==> src/rtl/regfile_arbiter_if.sv <==
// regfile_arbiter_if: debug/host access port of the register-file arbiter
interface regfile_arbiter_if;
  logic        req;
  logic        we;
  logic [3:0]  adr;
  logic [31:0] wdata;
  logic        ack;
  logic [31:0] rdata;
  modport master (output req, we, adr, wdata, input ack, rdata);
  modport slave (input req, we, adr, wdata, output ack, rdata);
endinterface

==> src/rtl/regfile_arbiter.sv <==
// regfile_arbiter: shares the register file between the core pipeline and a debug port
module regfile_arbiter #(
  parameter int MAX_WAIT = 15
) (
  input  logic             clk,
  input  logic             reset,
  input  logic             core_busy,
  input  logic             core_regwrite,
  input  logic [3:0]       core_rdadr,
  input  logic [31:0]      core_rd,
  input  logic [3:0]       core_rs1adr,
  input  logic [3:0]       core_rs2adr,
  output logic             core_hold,
  regfile_arbiter_if.slave dbg,
  output logic             rf_regwrite,
  output logic [3:0]       rf_rdadr,
  output logic [31:0]      rf_rd,
  output logic [3:0]       rf_rs1adr,
  output logic [3:0]       rf_rs2adr,
  input  logic [31:0]      rf_rs1
);
  localparam int WW = MAX_WAIT > 0 ? $clog2(MAX_WAIT + 1) : 1;
  typedef enum logic [2:0] {IDLE, WRITE, READ, RCAP, DONE} state_t;
  state_t        state_q, state_d;
  logic [3:0]    adr_q, adr_d;
  logic [31:0]   wdata_q, wdata_d;
  logic [31:0]   rdata_q, rdata_d;
  logic [WW-1:0] wait_q, wait_d;
  logic          grant;
  always_comb begin
    grant = state_q == IDLE && dbg.req && (!core_busy || wait_q == WW'(MAX_WAIT));
    state_d = IDLE;
    case (state_q)
      IDLE:    state_d = grant ? (dbg.we ? WRITE : READ) : IDLE;
      WRITE:   state_d = DONE;
      READ:    state_d = RCAP;
      RCAP:    state_d = DONE;
      default: state_d = IDLE;
    endcase
    wait_d = (!dbg.req || grant) ? '0
           : (state_q == IDLE && core_busy && wait_q != WW'(MAX_WAIT)) ? wait_q + WW'(1)
           : wait_q;
    adr_d = grant ? dbg.adr : adr_q;
    wdata_d = grant ? dbg.wdata : wdata_q;
    rdata_d = state_q == RCAP ? rf_rs1 : rdata_q;
    core_hold = state_q inside {WRITE, READ, RCAP};
    rf_regwrite = state_q == WRITE || (!core_hold && core_regwrite);
    rf_rdadr = state_q == WRITE ? adr_q : core_rdadr;
    rf_rd = state_q == WRITE ? wdata_q : core_rd;
    rf_rs1adr = (state_q == READ || state_q == RCAP) ? adr_q : core_rs1adr;
    rf_rs2adr = core_rs2adr;
    dbg.ack = state_q == DONE;
    dbg.rdata = rdata_q;
  end
  always_ff @(posedge clk) begin
    if (reset) begin
      state_q <= IDLE;
      wait_q <= '0;
      adr_q <= '0;
      wdata_q <= '0;
      rdata_q <= '0;
    end else begin
      state_q <= state_d;
      wait_q <= wait_d;
      adr_q <= adr_d;
      wdata_q <= wdata_d;
      rdata_q <= rdata_d;
    end
  end
endmodule

==> src/flat_wrapper.sv <==
// flat-port wrapper written by rule: the top's interface ports become plain ports
module regfile_arbiter_flat 
#(
  parameter int MAX_WAIT = 15
)
  (clk, reset, core_busy, core_regwrite, core_rdadr, core_rd, core_rs1adr, core_rs2adr, core_hold, rf_regwrite, rf_rdadr, rf_rd, rf_rs1adr, rf_rs2adr, rf_rs1, dbg_req, dbg_we, dbg_adr, dbg_wdata, dbg_ack, dbg_rdata);
  regfile_arbiter_if dbg_i ();
  input  logic clk;
  input  logic reset;
  input  logic core_busy;
  input  logic core_regwrite;
  input  logic [3:0] core_rdadr;
  input  logic [31:0] core_rd;
  input  logic [3:0] core_rs1adr;
  input  logic [3:0] core_rs2adr;
  output logic core_hold;
  output logic rf_regwrite;
  output logic [3:0] rf_rdadr;
  output logic [31:0] rf_rd;
  output logic [3:0] rf_rs1adr;
  output logic [3:0] rf_rs2adr;
  input  logic [31:0] rf_rs1;
  input wire logic [$bits(dbg_i.req)-1:0] dbg_req;
  input wire logic [$bits(dbg_i.we)-1:0] dbg_we;
  input wire logic [$bits(dbg_i.adr)-1:0] dbg_adr;
  input wire logic [$bits(dbg_i.wdata)-1:0] dbg_wdata;
  output wire logic [$bits(dbg_i.ack)-1:0] dbg_ack;
  output wire logic [$bits(dbg_i.rdata)-1:0] dbg_rdata;
  assign dbg_i.req = dbg_req;
  assign dbg_i.we = dbg_we;
  assign dbg_i.adr = dbg_adr;
  assign dbg_i.wdata = dbg_wdata;
  assign dbg_ack = dbg_i.ack;
  assign dbg_rdata = dbg_i.rdata;
  regfile_arbiter #(.MAX_WAIT(MAX_WAIT)) u_core (.clk(clk), .reset(reset), .core_busy(core_busy), .core_regwrite(core_regwrite), .core_rdadr(core_rdadr), .core_rd(core_rd), .core_rs1adr(core_rs1adr), .core_rs2adr(core_rs2adr), .core_hold(core_hold), .dbg(dbg_i), .rf_regwrite(rf_regwrite), .rf_rdadr(rf_rdadr), .rf_rd(rf_rd), .rf_rs1adr(rf_rs1adr), .rf_rs2adr(rf_rs2adr), .rf_rs1(rf_rs1));
endmodule
==> config.mk <==
export PLATFORM = sky130hd
export DESIGN_NAME = regfile_arbiter_flat
export DESIGN_NICKNAME = d
export VERILOG_FILES = /design/src/rtl/regfile_arbiter_if.sv /design/src/rtl/regfile_arbiter.sv /design/src/flat_wrapper.sv
export SDC_FILE = /design/constraint.sdc
export NUM_CORES = 1
export LEC_CHECK = 0
export CORE_AREA = 2 2 123 125
export DETAILED_ROUTE_END_ITERATION = 8
export DIE_AREA = 0 0 125 127
export DONT_BUFFER_PORTS = 1
export GPL_TIMING_DRIVEN = 0
export PLACE_DENSITY = 0.38
export SLEW_MARGIN = 10
export SYNTH_ARGS = -nofsm -noshare
export SYNTH_HDL_FRONTEND = slang
export SYNTH_SLANG_ARGS = --single-unit
==> constraint.sdc <==
create_clock -name clk -period 1.9 [get_ports clk]
set_input_delay 0.38 -clock clk [delete_from_list [all_inputs] [get_ports clk]]
set_output_delay 0.38 -clock clk [all_outputs]
set_load 0.02 [all_outputs]
==> results of run 1 <==
## where the power goes
part | switching (mW) | internal [mW] | total (mW)
sequential | 0.0422 | 1.63 | 1.67
clock | 0.717 | 0.893 | 1.61
combinational | 0.293 | 0.264 | 0.557
total | 1.05 | 2.78 | 3.83
## cell usage in the layout (no fill, tap or decap), types with 2 or more instances in the layout
master | netlist | routed
clkinv_4 | 0 | 2
nand2_1 | 67 | 67
buf_4 | 5 | 12
a21oi_1 | 35 | 35
and2_1 | 3 | 3
nand3b_1 | 2 | 2
mux2_4 | 0 | 36
nor2b_4 | 0 | 2
inv_6 | 0 | 2
nand2b_1 | 74 | 74
mux2_2 | 40 | 4
mux2i_1 | 36 | 36
buf_12 | 1 | 4
clkbuf_1 | 19 | 19
nor2_1 | 3 | 3
nand4b_1 | 4 | 4
nor3_1 | 2 | 2
dfxtp_4 | 0 | 2
a21bo_1 | 2 | 2
clkbuf_16 | 0 | 9
dfxtp_1 | 75 | 73
buf_6 | 1 | 4
clkinv_2 | 0 | 2
## cell usage after synthesis (2+ instances only)
| cell type | count | share of area (%) |
|---|---|---|
| dfxtp_1 | 75 | 42 |
| nand2b_1 | 74 | 13 |
| nand2_1 | 67 | 7.0 |
| mux2_2 | 40 | 13 |
| mux2i_1 | 36 | 10 |
| a21oi_1 | 35 | 4.9 |
| clkbuf_1 | 19 | 2.0 |
| buf_2 | 5 | 0.70 |
| buf_4 | 5 | 1.0 |
| nand4b_1 | 4 | 0.97 |
| and2_1 | 3 | 0.52 |
| nor2_1 | 3 | 0.31 |
| nor2b_1 | 3 | 0.52 |
| a21bo_1 | 2 | 0.56 |
| nand3b_1 | 2 | 0.42 |
| nor3_1 | 2 | 0.28 |
## area by class of cell
class	instances	area, µm²	share of cell area [%]
Tap cell	184	230	5.24
Inverter	1	3.75	0.0854
Clock buffer	9	225	5.12
Multi-Input combinational cell	281	2070	47.2
Timing Repair Buffer	10	95.1	2.16
Sequential cell	75	1510	34.3
Buffer	30	206	4.70
Clock inverter	7	52.6	1.20
## path summary, 6_finish.rpt
check | slack (ps) | from | end
worst max-delay path | -90 | u_core.state_q[0] | rf_rd[23]
worst min-delay path | 170 | rf_rs1[22] | u_core.dbg.rdata[22]
worst max register to register | 160 | u_core.state_q[0] | u_core.wdata_q[21]
worst min register to register | 480 | u_core.wait_q[1] | u_core.wait_q[1]
## critical path, cell delays in order, from the launching register on
cell and delay, ps:
dfxtp_4 340, nor2b_4 130, nor2b_4 140, buf_6 150, buf_12 150, mux2_4 350
## layer usage
layer	part of all wire, %	vias up	wire (µm)
li1	-	1330	-
met1	43	1219	4160
met2	46	120	4480
met3	8.7	14	842
met4	2.2	0	209
met5	0	-	0
## metrics by stage
stage	util (%)	instance area, µm²	hold WS, ps	setup TNS, ps
floorplan	-	3600	444	0
CTS	30.6	4410	149	-5120
global placement	26.5	3830	456	-8290
finish	30.5	4400	169	-3230
global route	30.5	4400	157	-6390
detailed placement	26.5	3830	462	-9020
## what timing repair did
item | CTS | global route
endpoints found under the setup margin | 41 | 48
setup buffers | 6 | 4
cloned | 1 | 0
pin swaps | 1 | 0
gates resized for setup | 62 | 1
## kinds of logic (layout without fill, tap and decap cells)
kind of cell / count (synthesis) / count (layout) / share of synthesized area (%)
AND/OR/NAND/NOR: 163 / 163 / 23.9
multiplexers: 76 / 76 / 22.5
flip-flops: 75 / 75 / 41.8
AO/OA/AOI/OAI: 41 / 41 / 6.30
buffers and inverters: 33 / 57 / 5.11
adder cells (fa/ha/maj): 1 / 1 / 0.348
## flip-flops by register name (all words and copies together) (netlist names)
signal and flops:
u_core.state_q 3, u_core.wdata_q 32, u_core.wait_q 4, u_core.dbg.rdata 32
u_core.adr_q 4
==> parameters.txt, run 1 <==
Parameter                              Value

GRT
  First-pass GRT wire length    14,800 µm
  Met1 Usage GRT    14.2%
  Global route hottest layer    met2
  Largest net degree at the start of global routing    15
  Met3 Usage GRT    4.82%
  Number of global-route vias before repair    2,800
  Met2 usage in global routing    18.8%
  Initial antenna violation count    0
  Total congestion overflow after global routing    0
  All-Layer GR Usage    12.0%

CTS
  Number of buffers inserted by hold repair at cts    0
  CTS H-Tree Depth    3
  Clock tree from TritonCTS    done
  Clock sinks    75
  Clock tree buffer depth    2
  TritonCTS buffer count    9
  Clock edge transition at the registers on the reported setup and hold paths    60 ps
  Worst skew pair latency    340 ps
  Clock root buffer    clkbuf_16

Route
  Average detailed-routed wire length per instance    16.2 µm
  Via density per instance    4.49
  Final Routed Wirelength    9690 µm
  Remaining number of nets flagged by the antenna check after routing    0
  Remaining design rule violation count    0
  Number of design-rule violations left by the first detailed-router iteration    67
  Iteration count of the initial detailed-routing pass    4
  Detailed-route via count    2,683

Setup path
  Sort of element at the start of the critical path    flip-flop
  Critical path endpoint category    output port
  Endpoint required time on the critical path    1520 ps
  Critical Setup Path Class    reg -> out
  Critical path peak fanout    10
  Worst reg-to-reg path cell count    6
  Arrival time of the worst setup path    1610 ps

Floorplanning
  FP Rows    44
  Y dimension of the die    127 µm
  Placeable Area    14,400 µm²
  Die ar.    15,900 µm²
  Number of I/O pins    197
  Effective utilization at floorplan    24.9%
  Die extent in x    125 µm

Placement
  Post-Place Setup Slack    -352 ps
  HPWL after DPL    6970 µm
  Gp weighted congestion    0.738
  Cell Count Post-Placement    573
  Port Buffers    0

Synth
  Number of unique standard cell types used by synthesis    30
  Yosys warnings    0
  Synthesized area    3600 µm²
  Post-Syn Nets    508
  Synthesized instance count    389
  EDFF count, synth    0
  Seq cells post-synth    75
  Share of the yosys chip area belonging to registers    41.8%
  Synth Area per Inst    9.24 µm²
  Fraction of registers with async set or reset after synthesis    0%
  Main flop type after synthesis    dfxtp_1

Power and ir drop
  Overall power consumption    3.83 mW
  Worst VDD drop    0.403 mV
  Power density over the cells    872 nW/µm²
  Static Leakage    1.61 nW

Flow run
  Maximum capacitance violations    0

Timing
  Time the worst path needs with I/O delays and setup    1990 ps
  Max Clock Freq    502 MHz
  Worst setup margin    -90.8 ps
  Worst slew margin    62.1%
  RSZ-0062 raised after global routing    true
  Max-slew violation count    0
  Total count of hold-check failures in the final report    0
  Clock tree skew after final layout    3.31 ps
  Actual transition at the worst max-transition pin    564 ps
  Post-route fraction of the period consumed by the critical path    105%
  Total setup violations reported at the end of the flow    40

Run status
  Violations in the final reports    negative setup slack
  Status    finished with violations

Finish
  Synthesis-to-layout area growth    22.2%
  Ratio of cells with drive above 1 in the final layout    20.3%
  Number of diodes    0
  Finished Layout Cells    597
  Number of filler cells placed in the layout    1,535
  Layout Nets    527

Hold path
  Min-Delay Path Class    in -> reg
  Cell count of the worst hold path    2
Power figures use the tool's default switching activity.
==> run 2, diff against run 1 <==
Settings changed: CORE_AREA 2 2 123 125 to 3 3 124 126, CTS_CLUSTER_SIZE set to 20, DIE_AREA 0 0 125 127 to 0 0 127 129.
==> parameters.txt, run 2 (synthesized netlist as in run 1, its figures left out) <==
Parameter                              Value

Setup path
  Critical path peak fanout    10 (unchanged)
  Worst reg-to-reg path cell count    6 (unchanged)
  Largest incremental delay on the critical path    350 ps (about the same)
  Critical path endpoint category    output port
  Capturing point of the worst reg2reg path    u_core.wdata_q[21]
  Endpoint required time on the critical path    1520 ps (about the same)
  Worst-case register-to-register setup slack    170 ps (about the same)
  Slowest cell on the critical path    mux2_4
  Critical Setup Path Class    reg -> out
  Sort of element at the start of the critical path    flip-flop
  Critical Path, Cell by Cell    nor2b_4, nor2b_4, buf_6, buf_12, buf_12, mux2_4
  Startpoint of the most critical register-to-register path    u_core.state_q[0]
  Arrival time of the worst setup path    1690 ps (+80 ps)

GRT
  All-Layer GR Usage    12.2% (+0.19 points)
  Largest net degree at the start of global routing    13 (-2)
  Initial antenna violation count    0 (unchanged)
  Number of global-route vias before repair    2,818 (+0.64%)
  Total congestion overflow after global routing    0 (unchanged)
  First-pass GRT wire length    15,200 µm (+3.2%)

Finish
  Synthesis-to-layout area growth    25.5%
  Layout Nets    531 (+0.76%)
  Commonest cells after routing, fill and taps aside    nand2b_1, dfxtp_1, nand2_1, mux2_4, mux2i_1
  Number of filler cells placed in the layout    1,533 (-0.13%)
  Most common cell after layout, fill and taps aside    nand2b_1
  Number of diodes    0 (unchanged)
  Area of the multi-input gates    2070 µm² (-0.24%)
  Ratio of cells with drive above 1 in the final layout    20.4% (+0.045 points)
  Area of all sequential standard cells    1510 µm² (unchanged)

Hold path
  Hold endpoint    u_core.dbg.rdata[25]
  Cell count of the worst hold path    2 (unchanged)
  Min-delay src    rf_rs1[25]
  Min-Delay Path Class    in -> reg

Timing
  Worst slew margin    66.0% (+3.9 points)
  Total setup violations reported at the end of the flow    40 (unchanged)
  Time the worst path needs with I/O delays and setup    2070 ps (+79.6 ps)
  Post-Route Setup TNS    -5170 ps (-1930 ps)
  Post-route fraction of the period consumed by the critical path    109% (+4.2 points)
  Max-slew violation count    0 (unchanged)
  Clock tree skew after final layout    4.44 ps (+1.13 ps)
  Worst setup margin    -170 ps (-79.6 ps)
  Actual transition at the worst max-transition pin    509 ps (-54.8 ps)
  Total count of hold-check failures in the final report    0 (unchanged)
  Max Clock Freq    483 MHz (-3.8%)
  RSZ-0062 raised after global routing    true

Placement
  Gp weighted congestion    0.727 (-1.5%)
  Port Buffers    0 (unchanged)
  Post-Place Setup Slack    -349 ps (+2.40 ps)
  HPWL after DPL    7360 µm (+5.6%)

Floorplanning
  FP Rows    44 (unchanged)
  Placeable Area    14,400 µm² (unchanged)
  Effective utilization at floorplan    24.9% (unchanged)
  Number of I/O pins    197 (unchanged)
  Y dimension of the die    129 µm (+1.6%)
  Die extent in x    127 µm (+1.6%)
  Die ar.    16,400 µm² (+3.2%)

CTS
  Clock tree buffer depth    2 (unchanged)
  Clock tree from TritonCTS    done
  Clock root buffer    clkbuf_16
  Clock edge transition at the registers on the reported setup and hold paths    60 ps (about the same)
  Clock sinks    75 (unchanged)
  TritonCTS buffer count    9 (unchanged)
  CTS H-Tree Depth    3 (unchanged)
  Worst skew pair latency    330 ps (about the same)

Flow run
  Maximum capacitance violations    0 (unchanged)

Route
  Number of design-rule violations left by the first detailed-router iteration    92 (+37%)
  Via density per instance    4.52 (+0.67%)
  Detailed-route via count    2,719 (+1.3%)
  Remaining design rule violation count    0 (unchanged)
  Average detailed-routed wire length per instance    16.9 µm (+3.9%)
  Iteration count of the initial detailed-routing pass    4 (unchanged)
  Remaining number of nets flagged by the antenna check after routing    0 (unchanged)
  Final Routed Wirelength    10,100 µm (+4.6%)

Run status
  Violations in the final reports    negative setup slack
  Status    finished with violations

Power and ir drop
  Static Leakage    1.66 nW (+3.4%)
  Power density over the cells    911 nW/µm² (+4.4%)
  Worst VDD drop    0.428 mV (+6.3%)
## run 2: cell types whose count changed in the layout (fill, tap and decap cells not counted)
cell / delta
clkbuf_8: +1
clkinv_2: -1
clkinv_4: -1
bufinv_16: +2
nand3_1: +1
nand3_2: -1
clkinvlp_4: -1
inv_6: -2
buf_12: +4
clkbuf_1: +2
## run 2: repair_timing
| item | CTS | global route |
|---|---|---|
| buffers inserted | 9 | 5 |
| hold buffers | 0 | 0 |
| gates resized for setup | 63 | 2 |
| pin swaps | 0 | 1 |
| gates cloned | 1 | 0 |
| endpoints found under the setup margin | 40 | 59 |
## run 2: power breakdown
group,switching [mW],internal [mW]
combinational,0.301,0.284
sequential,0.0428,1.63
clock,0.671,1.19
total,1.01,3.10
## run 2: worst max-delay path, delay by kind of cell (launching register included)
kind                   cells  cell delay (ps)
DFF                        1              340
buffers and inverters      3              390
muxes                      1              350
and+or+nand+nor            2              280
## run 2: metrics by stage
step / hold slack [ps] / power [mW] / util [%] / cell area, µm² / cells
floorplan: 444 / 2.09 / - / 3600 / 389
global placement: 456 / 2.18 / 26.5 / 3830 / 573
detailed placement: 464 / 2.18 / 26.5 / 3830 / 573
CTS: 158 / 4.18 / 31.1 / 4490 / 598
global route: 170 / 4.30 / 31.3 / 4510 / 601
finish: 173 / 4.11 / 31.3 / 4510 / 601
## run 2: area by class of cell
class / count / area share [%]
multi-input cells: 281 / 45.8
flip-flops and latches: 75 / 33.4
clock buffers: 12 / 5.46
plain buffers: 31 / 5.13
well taps: 184 / 5.10
repair buffers: 13 / 3.33
clock inverters: 4 / 1.64
inverters: 1 / 0.0832
## run 2: how the worst max path moves through the flow
| stage | startpoint | end | slack (ps) | cells after the start |
|---|---|---|---|---|
| after floorplan | u_core.state_q[2] | rf_rd[10] | 40 | 6 |
| final | u_core.state_q[0] | rf_rd[22] | -170 | 6 |
| after global placement | u_core.state_q[0] | rf_rd[30] | -360 | 5 |
| after detailed placement | u_core.state_q[0] | rf_rd[30] | -350 | 5 |
| after CTS | u_core.state_q[0] | rf_rd[23] | -180 | 6 |
| after global routing | u_core.state_q[0] | rf_rd[22] | -240 | 6 |
## run 2: layer usage
| metal | vias to the layer above | share of wire (%) | track usage [%] |
|---|---|---|---|
| met4 | 0 | 1.3 | 4.54 |
| met1 | 1261 | 43 | 14.8 |
| li1 | 1340 | - | - |
| met2 | 110 | 47 | 19.1 |
| met3 | 8 | 9.1 | 5.23 |
| met5 | - | 0 | 0 |
==> run 3, diff against run 2 <==
Settings changed: CORE_AREA 3 3 124 126 to 3 3 143 110, DIE_AREA 0 0 127 129 to 0 0 146 113.
==> parameters.txt, run 3 (synthesized netlist as in run 1, its figures left out) <==
Parameter                              Value

Run status
  Status    finished with violations
  Violations in the final reports    negative setup slack

CTS
  Clock root buffer    clkbuf_16
  Number of buffers inserted by hold repair at cts    0 (unchanged)
  Clock sinks    75 (unchanged)
  Clock tree buffer depth    2 (unchanged)
  Clock edge transition at the registers on the reported setup and hold paths    60 ps (about the same)
  TritonCTS buffer count    9 (unchanged)
  Worst skew pair latency    330 ps (about the same)
  Clock tree from TritonCTS    done
  CTS H-Tree Depth    3 (unchanged)

Finish
  Post-route cell area    4550 µm² (+0.80%)
  Number of filler cells placed in the layout    1,503 (-2.0%)
  Synthesis-to-layout area growth    26.5%
  Number of diodes    0 (unchanged)
  Most common cell after layout, fill and taps aside    nand2b_1
  Layout Nets    534 (+0.56%)
  Finished Core Util    31.6% (+0.29 points)
  Ratio of cells with drive above 1 in the final layout    21.9% (+1.5 points)
  Commonest cells after routing, fill and taps aside    nand2b_1, dfxtp_1, nand2_1, mux2_4, mux2i_1
  Finished Layout Cells    620 (+3.2%)

Timing
  Total setup violations reported at the end of the flow    36 (-10%)
  Minimum hold slack    174 ps (+1.35 ps)
  Clock tree skew after final layout    5.79 ps (+1.35 ps)
  Post-Route Setup TNS    -4410 ps (+758 ps)
  Max-slew violation count    0 (unchanged)
  Time the worst path needs with I/O delays and setup    2050 ps (-21.4 ps)
  Worst slew margin    63.3% (-2.8 points)
  Max Clock Freq    488 MHz (+1.0%)
  Total count of hold-check failures in the final report    0 (unchanged)
  Actual transition at the worst max-transition pin    551 ps (+41.9 ps)
  RSZ-0062 raised after global routing    true
  Post-route fraction of the period consumed by the critical path    108% (-1.1 points)
  Worst setup margin    -149 ps (+21.4 ps)

Route
  Remaining design rule violation count    0 (unchanged)
  Average detailed-routed wire length per instance    16.2 µm (-3.7%)
  Final Routed Wirelength    10,100 µm (-0.61%)
  Via density per instance    4.42 (-2.2%)
  Iteration count of the initial detailed-routing pass    4 (unchanged)
  Number of design-rule violations left by the first detailed-router iteration    72 (-22%)
  Detailed-route via count    2,742 (+0.85%)
  Remaining number of nets flagged by the antenna check after routing    0 (unchanged)

Floorplanning
  Die extent in x    146 µm (+15%)
  Effective utilization at floorplan    25.0% (+0.030 points)
  Y dimension of the die    113 µm (-12%)
  Die ar.    16,500 µm² (+0.70%)
  Placeable Area    14,400 µm² (-0.12%)
  Number of I/O pins    197 (unchanged)
  FP Rows    38 (-14%)

Power and ir drop
  Static Leakage    1.67 nW (+0.61%)
  Power density over the cells    906 nW/µm² (-0.50%)
  Worst VDD drop    0.371 mV (-13%)
  Overall power consumption    4.12 mW (+0.30%)

Setup path
  Arrival time of the worst setup path    1670 ps (-20 ps)
  Worst reg-to-reg path cell count    6 (unchanged)
  Sort of element at the start of the critical path    flip-flop
  Endpoint required time on the critical path    1520 ps (about the same)
  Critical Setup Path Class    reg -> out
  Critical path peak fanout    10 (unchanged)
  Critical path endpoint category    output port

GRT
  Total congestion overflow after global routing    0 (unchanged)
  First-pass GRT wire length    15,500 µm (+1.8%)
  Number of global-route vias before repair    2,791 (-0.96%)
  Initial antenna violation count    0 (unchanged)
  Largest net degree at the start of global routing    14 (+1)
  All-Layer GR Usage    11.9% (-0.26 points)

Placement
  Gp weighted congestion    0.703 (-3.4%)
  Post-Place Setup Slack    -442 ps (-92.2 ps)
  Cell area reported after detailed placement    3850 µm² (+0.52%)
  Cell Count Post-Placement    589 (+2.8%)
  Port Buffers    0 (unchanged)
  HPWL after DPL    7310 µm (-0.58%)

Flow run
  Maximum capacitance violations    0 (unchanged)

Hold path
  Min-Delay Path Class    in -> reg
  Cell count of the worst hold path    2 (unchanged)
-- run 3: final cells by class --
type	instances	area [µm²]	share of cell area (%)
plain buffers	30	206	4.54
flip-flops and latches	75	1510	33.2
repair buffers	17	178	3.91
multi-input cells	281	2070	45.6
inverters	1	3.75	0.0825
clock buffers	10	239	5.25
clock inverters	6	88.8	1.95
well taps	200	250	5.50
-- run 3: power by group --
part	internal [mW]	total [mW]	switching [mW]
Combinational	0.283	0.584	0.300
Sequential	1.63	1.67	0.0421
Clock	1.19	1.87	0.687
Total	3.09	4.12	1.03
-- run 3: per-layer routing --
layer | global-route usage, % | vias to the layer above | share of wire [%]
met4 | 3.38 | 0 | 1.1
met5 | 0 | - | 0
li1 | - | 1340 | -
met2 | 18.1 | 117 | 43
met1 | 14.8 | 1276 | 45
met3 | 6.29 | 9 | 10
-- run 3: path summary, 6_finish.rpt --
check	startpoint	end	slack [ps]
max	u_core.state_q[0]	rf_rd[23]	-150
max reg2reg	u_core.state_q[0]	u_core.wdata_q[29]	130
min	rf_rs1[23]	u_core.dbg.rdata[23]	170
min reg2reg	u_core.wdata_q[4]	u_core.wdata_q[4]	470
-- run 3: worst max-delay path, cell delays in order (launching register included) --
cell and delay [ps]:
dfxtp_4 340, nor2b_4 130, nor2b_4 140, buf_6 120, buf_12 110, buf_12 140
mux2_4 340
-- run 3: repair_timing --
| action | CTS | global route |
|---|---|---|
| pin swaps | 0 | 1 |
| setup endpoints to repair | 41 | 53 |
| hold endpoints to repair | 0 | 0 |
| gates resized for setup | 62 | 5 |
| gates cloned | 1 | 1 |
| setup buffers | 7 | 8 |
